===== src/rtl/median_window_scan.sv =====
// median_window_scan: 3x3 binary median (majority) filter over a whole image.
// For every pixel the nine neighbourhood taps are read from a registered source
// memory, the in-range ones are counted, and the majority result is written out.
module median_window_scan #(
    parameter int IMWIDTH  = 240,
    parameter int IMHEIGHT = 180
) (
    input  logic       clk,
    input  logic       reset,
    input  logic       start,
    output logic       busy,
    output logic       done,
    output logic [7:0] srcX,
    output logic [7:0] srcY,
    output logic       srcWrite,
    input  logic       srcData,
    output logic [7:0] dstX,
    output logic [7:0] dstY,
    output logic       dstData,
    output logic       dstWrite
);

    localparam int unsigned CW = 8;
    localparam int unsigned TW = 4;
    localparam int unsigned KW = 4;

    localparam logic [TW-1:0] LAST_TAP = TW'(8);
    localparam logic [KW-1:0] MAJORITY = KW'(5);
    localparam logic [CW-1:0] X_LAST   = CW'(IMWIDTH - 1);
    localparam logic [CW-1:0] Y_LAST   = CW'(IMHEIGHT - 1);

    typedef enum logic [2:0] {
        IDLE  = 3'd0,
        READ  = 3'd1,
        ACC   = 3'd2,
        WRITE = 3'd3,
        DONE  = 3'd4
    } stateT;

    stateT          state, stateN;
    logic [CW-1:0]  cx, cxN;
    logic [CW-1:0]  cy, cyN;
    logic [TW-1:0]  tap, tapN;
    logic [KW-1:0]  count, countN;
    logic [KW-1:0]  countAcc;
    logic           sampleHit;
    // curIn: in-range flag of the tap whose address is on srcX/srcY now.
    // pendIn: in-range flag of the tap whose data is on srcData now.
    logic           curIn;
    logic           pendIn, pendInN;
    logic           busyN, doneN;
    logic           dstWriteN, dstDataN;
    logic [CW-1:0]  dstXN, dstYN;
    logic           loadAddr;

    logic [CW-1:0]  addrX, addrY;
    logic           addrIn;

    // The source memory is never written by this block.
    assign srcWrite = 1'b0;

    // Next-state, counters and output values.
    always_comb begin
        stateN    = state;
        cxN       = cx;
        cyN       = cy;
        tapN      = tap;
        countN    = count;
        pendInN   = pendIn;
        busyN     = busy;
        doneN     = 1'b0;
        dstWriteN = 1'b0;
        dstXN     = dstX;
        dstYN     = dstY;
        dstDataN  = dstData;
        loadAddr  = 1'b0;

        sampleHit = pendIn & srcData;
        countAcc  = count + KW'(sampleHit);

        case (state)
            IDLE: begin
                if (start) begin
                    cxN      = '0;
                    cyN      = '0;
                    tapN     = '0;
                    countN   = '0;
                    pendInN  = 1'b0;
                    busyN    = 1'b1;
                    loadAddr = 1'b1;
                    stateN   = READ;
                end
            end
            READ: begin
                // Data of the previous tap arrives while this tap is addressed.
                countN  = countAcc;
                pendInN = curIn;
                if (tap == LAST_TAP) begin
                    stateN = ACC;
                end else begin
                    tapN     = tap + TW'(1);
                    loadAddr = 1'b1;
                end
            end
            ACC: begin
                countN    = countAcc;
                pendInN   = 1'b0;
                dstWriteN = 1'b1;
                dstXN     = cx;
                dstYN     = cy;
                dstDataN  = (countAcc >= MAJORITY);
                stateN    = WRITE;
            end
            WRITE: begin
                countN  = '0;
                tapN    = '0;
                pendInN = 1'b0;
                if ((cx == X_LAST) && (cy == Y_LAST)) begin
                    busyN  = 1'b0;
                    doneN  = 1'b1;
                    stateN = DONE;
                end else begin
                    if (cx == X_LAST) begin
                        cxN = '0;
                        cyN = cy + CW'(1);
                    end else begin
                        cxN = cx + CW'(1);
                    end
                    loadAddr = 1'b1;
                    stateN   = READ;
                end
            end
            DONE: begin
                stateN = IDLE;
            end
            default: begin
                stateN = IDLE;
            end
        endcase
    end

    // Clamped source address and in-range flag for the upcoming tap.
    always_comb begin
        int dx;
        int dy;
        int ox;
        int oy;

        case (tapN)
            TW'(0), TW'(3), TW'(6): dx = -1;
            TW'(2), TW'(5), TW'(8): dx = 1;
            default:                dx = 0;
        endcase
        case (tapN)
            TW'(0), TW'(1), TW'(2): dy = -1;
            TW'(6), TW'(7), TW'(8): dy = 1;
            default:                dy = 0;
        endcase

        ox = int'(cxN) + dx;
        oy = int'(cyN) + dy;

        addrIn = (ox >= 0) && (ox < IMWIDTH) && (oy >= 0) && (oy < IMHEIGHT);

        if (ox < 0) begin
            addrX = '0;
        end else if (ox > IMWIDTH - 1) begin
            addrX = X_LAST;
        end else begin
            addrX = CW'(ox);
        end

        if (oy < 0) begin
            addrY = '0;
        end else if (oy > IMHEIGHT - 1) begin
            addrY = Y_LAST;
        end else begin
            addrY = CW'(oy);
        end
    end

    // State and output registers with synchronous reset.
    always_ff @(posedge clk) begin
        if (reset) begin
            state    <= IDLE;
            cx       <= '0;
            cy       <= '0;
            tap      <= '0;
            count    <= '0;
            pendIn   <= 1'b0;
            curIn    <= 1'b0;
            busy     <= 1'b0;
            done     <= 1'b0;
            srcX     <= '0;
            srcY     <= '0;
            dstX     <= '0;
            dstY     <= '0;
            dstData  <= 1'b0;
            dstWrite <= 1'b0;
        end else begin
            state    <= stateN;
            cx       <= cxN;
            cy       <= cyN;
            tap      <= tapN;
            count    <= countN;
            pendIn   <= pendInN;
            busy     <= busyN;
            done     <= doneN;
            dstX     <= dstXN;
            dstY     <= dstYN;
            dstData  <= dstDataN;
            dstWrite <= dstWriteN;
            if (loadAddr) begin
                srcX  <= addrX;
                srcY  <= addrY;
                curIn <= addrIn;
            end
        end
    end

endmodule


===== config.mk =====
export PLATFORM = sky130hd
export DESIGN_NAME = median_window_scan
export DESIGN_NICKNAME = d
export VERILOG_FILES = /design/src/rtl/median_window_scan.sv
export SDC_FILE = /design/constraint.sdc
export NUM_CORES = 1
export LEC_CHECK = 0
export CORE_AREA = 10 10 100 102
export DETAILED_ROUTE_END_ITERATION = 12
export DIE_AREA = 0 0 110 112
export GPL_TIMING_DRIVEN = 0
export PLACE_DENSITY = 0.75
export SLEW_MARGIN = 20
export SYNTH_ARGS = -nofsm -noshare
export SYNTH_HDL_FRONTEND = slang
export SYNTH_SLANG_ARGS = --single-unit

===== constraint.sdc =====
create_clock -name clk -period 6.7 [get_ports clk]
set_input_delay 1.005 -clock clk [delete_from_list [all_inputs] [get_ports clk]]
set_output_delay 1.005 -clock clk [all_outputs]
set_load 0.03 [all_outputs]

==> flow_metrics.tcl <==
set metrics [dict create \
    crit_start "start" \
    p_leak_nw 1.90 \
    die_height_um 112 \
    cp.arrival_ps 6410 \
    drtAntennaViolNets 0 \
    post-route-period-util 0.924 \
    min_period_ps 6190 \
    track_usage 0.170 \
    clk_latency_ps 350 \
    layout_common_cells "nand2_1 (75), dfxtp_1 (65), a21oi_1 (57), ha_1 (43)" \
    die_w_um 110 \
    first_pass_iters 5 \
    rsz0062_at_grt "false" \
    finalPower_mw 1.16 \
    syn_avg_cell_area_um2 8.07 \
    drt_wl_total_um 10800 \
    setup_viol 0 \
    ff2ff_path_depth 21 \
    netlist_instances 528 \
    place.gp.congestion 0.925 \
    cp_data_required_time_ps 6920 \
    rows 33 \
    synthFlopType "dfxtp_1" \
    nets 627 \
    diodes 0 \
    hold_viol 0 \
    fillers 738 \
    cts_resized 0 \
    hpwl_um 8120 \
    h-tree-depth 3 \
    final_cells 688 \
    ff2ff_setup_slack_ps 1100 \
    area_growth_syn_to_layout_pct 17.6 \
    worstPathMaxFanout 25 \
    layout_commonest_cell "nand2_1" \
    max_freq_ghz 0.161 \
    grt_start_max_net_pins 26 \
    vias_per_cell 5.81 \
    cts_num_sinks 65 \
    drv_slew 0 \
    hold_path_class "flop to flop" \
    drive_gt1_frac 0.0617 \
    multiInputGateArea_um2 2810 \
    synth_nets 577 \
    worst_slack_ps 507 \
    vias 3998 \
    cts_buffers 9 \
    path_class "input pin to flop" \
    critPathCaptureType "flop" \
    post_cts_buffers 0 \
    max_slew_margin 0.498 \
    max-vdd-ir-drop_mv 0.153 \
    cts_tree "done" \
    worstSetupEndpoint "srcY[5]" \
    cts.root.buffer_cell "clkbuf_8" \
    initial_core_util 0.529 \
    ys_ff_latch 65 \
    cts_max_path_buffers 2 \
    core_um2 8050 \
    grt_pass1_vias 3770 \
    place_inst 672 \
    cp-start-kind "input pin" \
    clkTransAtPathRegs_ps 70 \
    io_buffers 38 \
    drc 0 \
    maxCapViolations 0 \
    postCtsHoldBufs 0 \
    pin_count 41 \
    overflow 0 \
    outcome "finished, final reports clean" \
    grt_pass1_wl_um 17300 \
    yosysSeqAreaShare 0.305 \
    critical_path.reg2reg.startpoint "tap[0]" \
    wl_per_cell_um 15.6 \
    synthDistinctLibCells 67 \
    register_area_um2 1300 \
    die-area_um2 12300 \
    antenna_found_initial 0 \
    timing.rr.end "srcY[5]" \
    p_per_area_nw_per_um2 231 \
    syn_area_um2 4260 \
    ys_async_sr_fraction 0 \
    drt_iter0_markers 194 \
    ys.warnings.count 0 \
    worst_pin_slew_ps 745 \
    synth-edff-count 0 \
    place_ws_ps 192 \
    skew_ps 9.95 \
    finalSetupTns_ps 0 \
]
==> worst max-delay path, cell delays in order <==
cell and delay [ps]:
clkdlybuf4s50_1 470, nor2b_2 270, o21ai_2 120, a221o_1 380, buf_6 150, a211o_1 320
clkinv_2 320, ha_1 380, a21o_1 220, a221o_1 380, a21oi_1 200, o21ba_2 200
nand2b_1 120, ha_1 150, or4b_2 590, nor4_1 280, inv_1 100, a2111oi_4 450
a211o_1 230, a21oi_1 60
==> cell usage after synthesis (3+ instances only) <==
library cell | count | area share
nand2b_1 | 4 | 0.0059
xor2_1 | 7 | 0.014
ha_1 | 43 | 0.13
and3_1 | 10 | 0.015
o211ai_1 | 3 | 0.0053
dfxtp_1 | 65 | 0.31
nand3b_1 | 5 | 0.0088
o22ai_1 | 3 | 0.0044
a22oi_1 | 6 | 0.011
a32o_1 | 3 | 0.0070
a211o_1 | 7 | 0.014
nor2b_1 | 18 | 0.026
xnor2_1 | 10 | 0.021
nor4_1 | 4 | 0.0059
nor3_1 | 10 | 0.012
a21oi_1 | 57 | 0.067
inv_1 | 13 | 0.011
nor4b_1 | 3 | 0.0062
and2_1 | 5 | 0.0073
a31oi_1 | 3 | 0.0044
nor2_1 | 28 | 0.025
nand4b_1 | 4 | 0.0082
nand2_1 | 75 | 0.066
a21o_1 | 7 | 0.012
nand3_1 | 20 | 0.023
nand4_1 | 5 | 0.0073
clkbuf_1 | 16 | 0.014
a211oi_1 | 5 | 0.0088
o31ai_1 | 4 | 0.0070
nor3b_1 | 3 | 0.0053
o21ai_0 | 38 | 0.045
==> worst min-delay path by stage <==
stage | from | end | cells past startpoint
4_1_cts | dstY[2] | dstY[2] | 2
2_1_floorplan | curIn | curIn | 2
3_3_place_gp | dstX[2] | dstX[2] | 2
6_report | dstY[7] | dstY[7] | 2
5_1_grt | dstY[1] | dstY[1] | 2
3_5_place_dp | srcY[2] | srcY[2] | 2
==> cell families (layout without fill, tap and decap cells) <==
logic type                 Yosys count  in the layout  share of synthesized area
and+or+nand+nor                    208            208                      0.251
muxes                                1              1                    0.00264
adders and majority gates           45             45                      0.136
other                                1              1                   0.000880
DFF                                 65             65                      0.305
buffers and inverters               35             90                     0.0367
AOI/OAI and AO/OA                  156            156                      0.233
xor gates and xnor gates            17             17                     0.0349
==> registers in the layout, indices dropped and copies added, names as in the netlist, 3 cells and up <==
register,cells
state,3
count,4
srcY,8
srcX,8
dstY,8
cx,8
dstX,8
cy,8
tap,4
==> power by group <==
part | leakage, nW | switching (mW) | total [mW] | internal, mW
registers | 0.526 | 0.0124 | 0.417 | 0.404
clock network | 0.0975 | 0.163 | 0.372 | 0.208
logic | 1.27 | 0.229 | 0.371 | 0.143
==> final cells by class <==
class,instances,share of cell area
multi-input cells,428,0.560
clock inverters,7,0.0190
clock buffers,9,0.0247
flip-flops and latches,65,0.260
plain buffers,21,0.0205
inverters,14,0.0107
repair buffers,39,0.0789
well taps,105,0.0262
==> per-stage QoR <==
stage               hold WS [ps]   util  area, um^2
finish                       454  0.623        5010
global route                 481  0.623        5010
CTS                          458  0.623        5010
detailed placement           445  0.595        4790
global placement             443  0.593        4770
floorplan                    432      -        4260
==> metal layers <==
metal	vias to the layer above	GRT usage	wire [um]
li1	2029	-	-
met1	1844	0.215	5080
met2	108	0.270	4780
met3	17	0.0456	734
met4	0	0.0556	171
met5	-	0	0
Power figures use the tool's default switching activity.
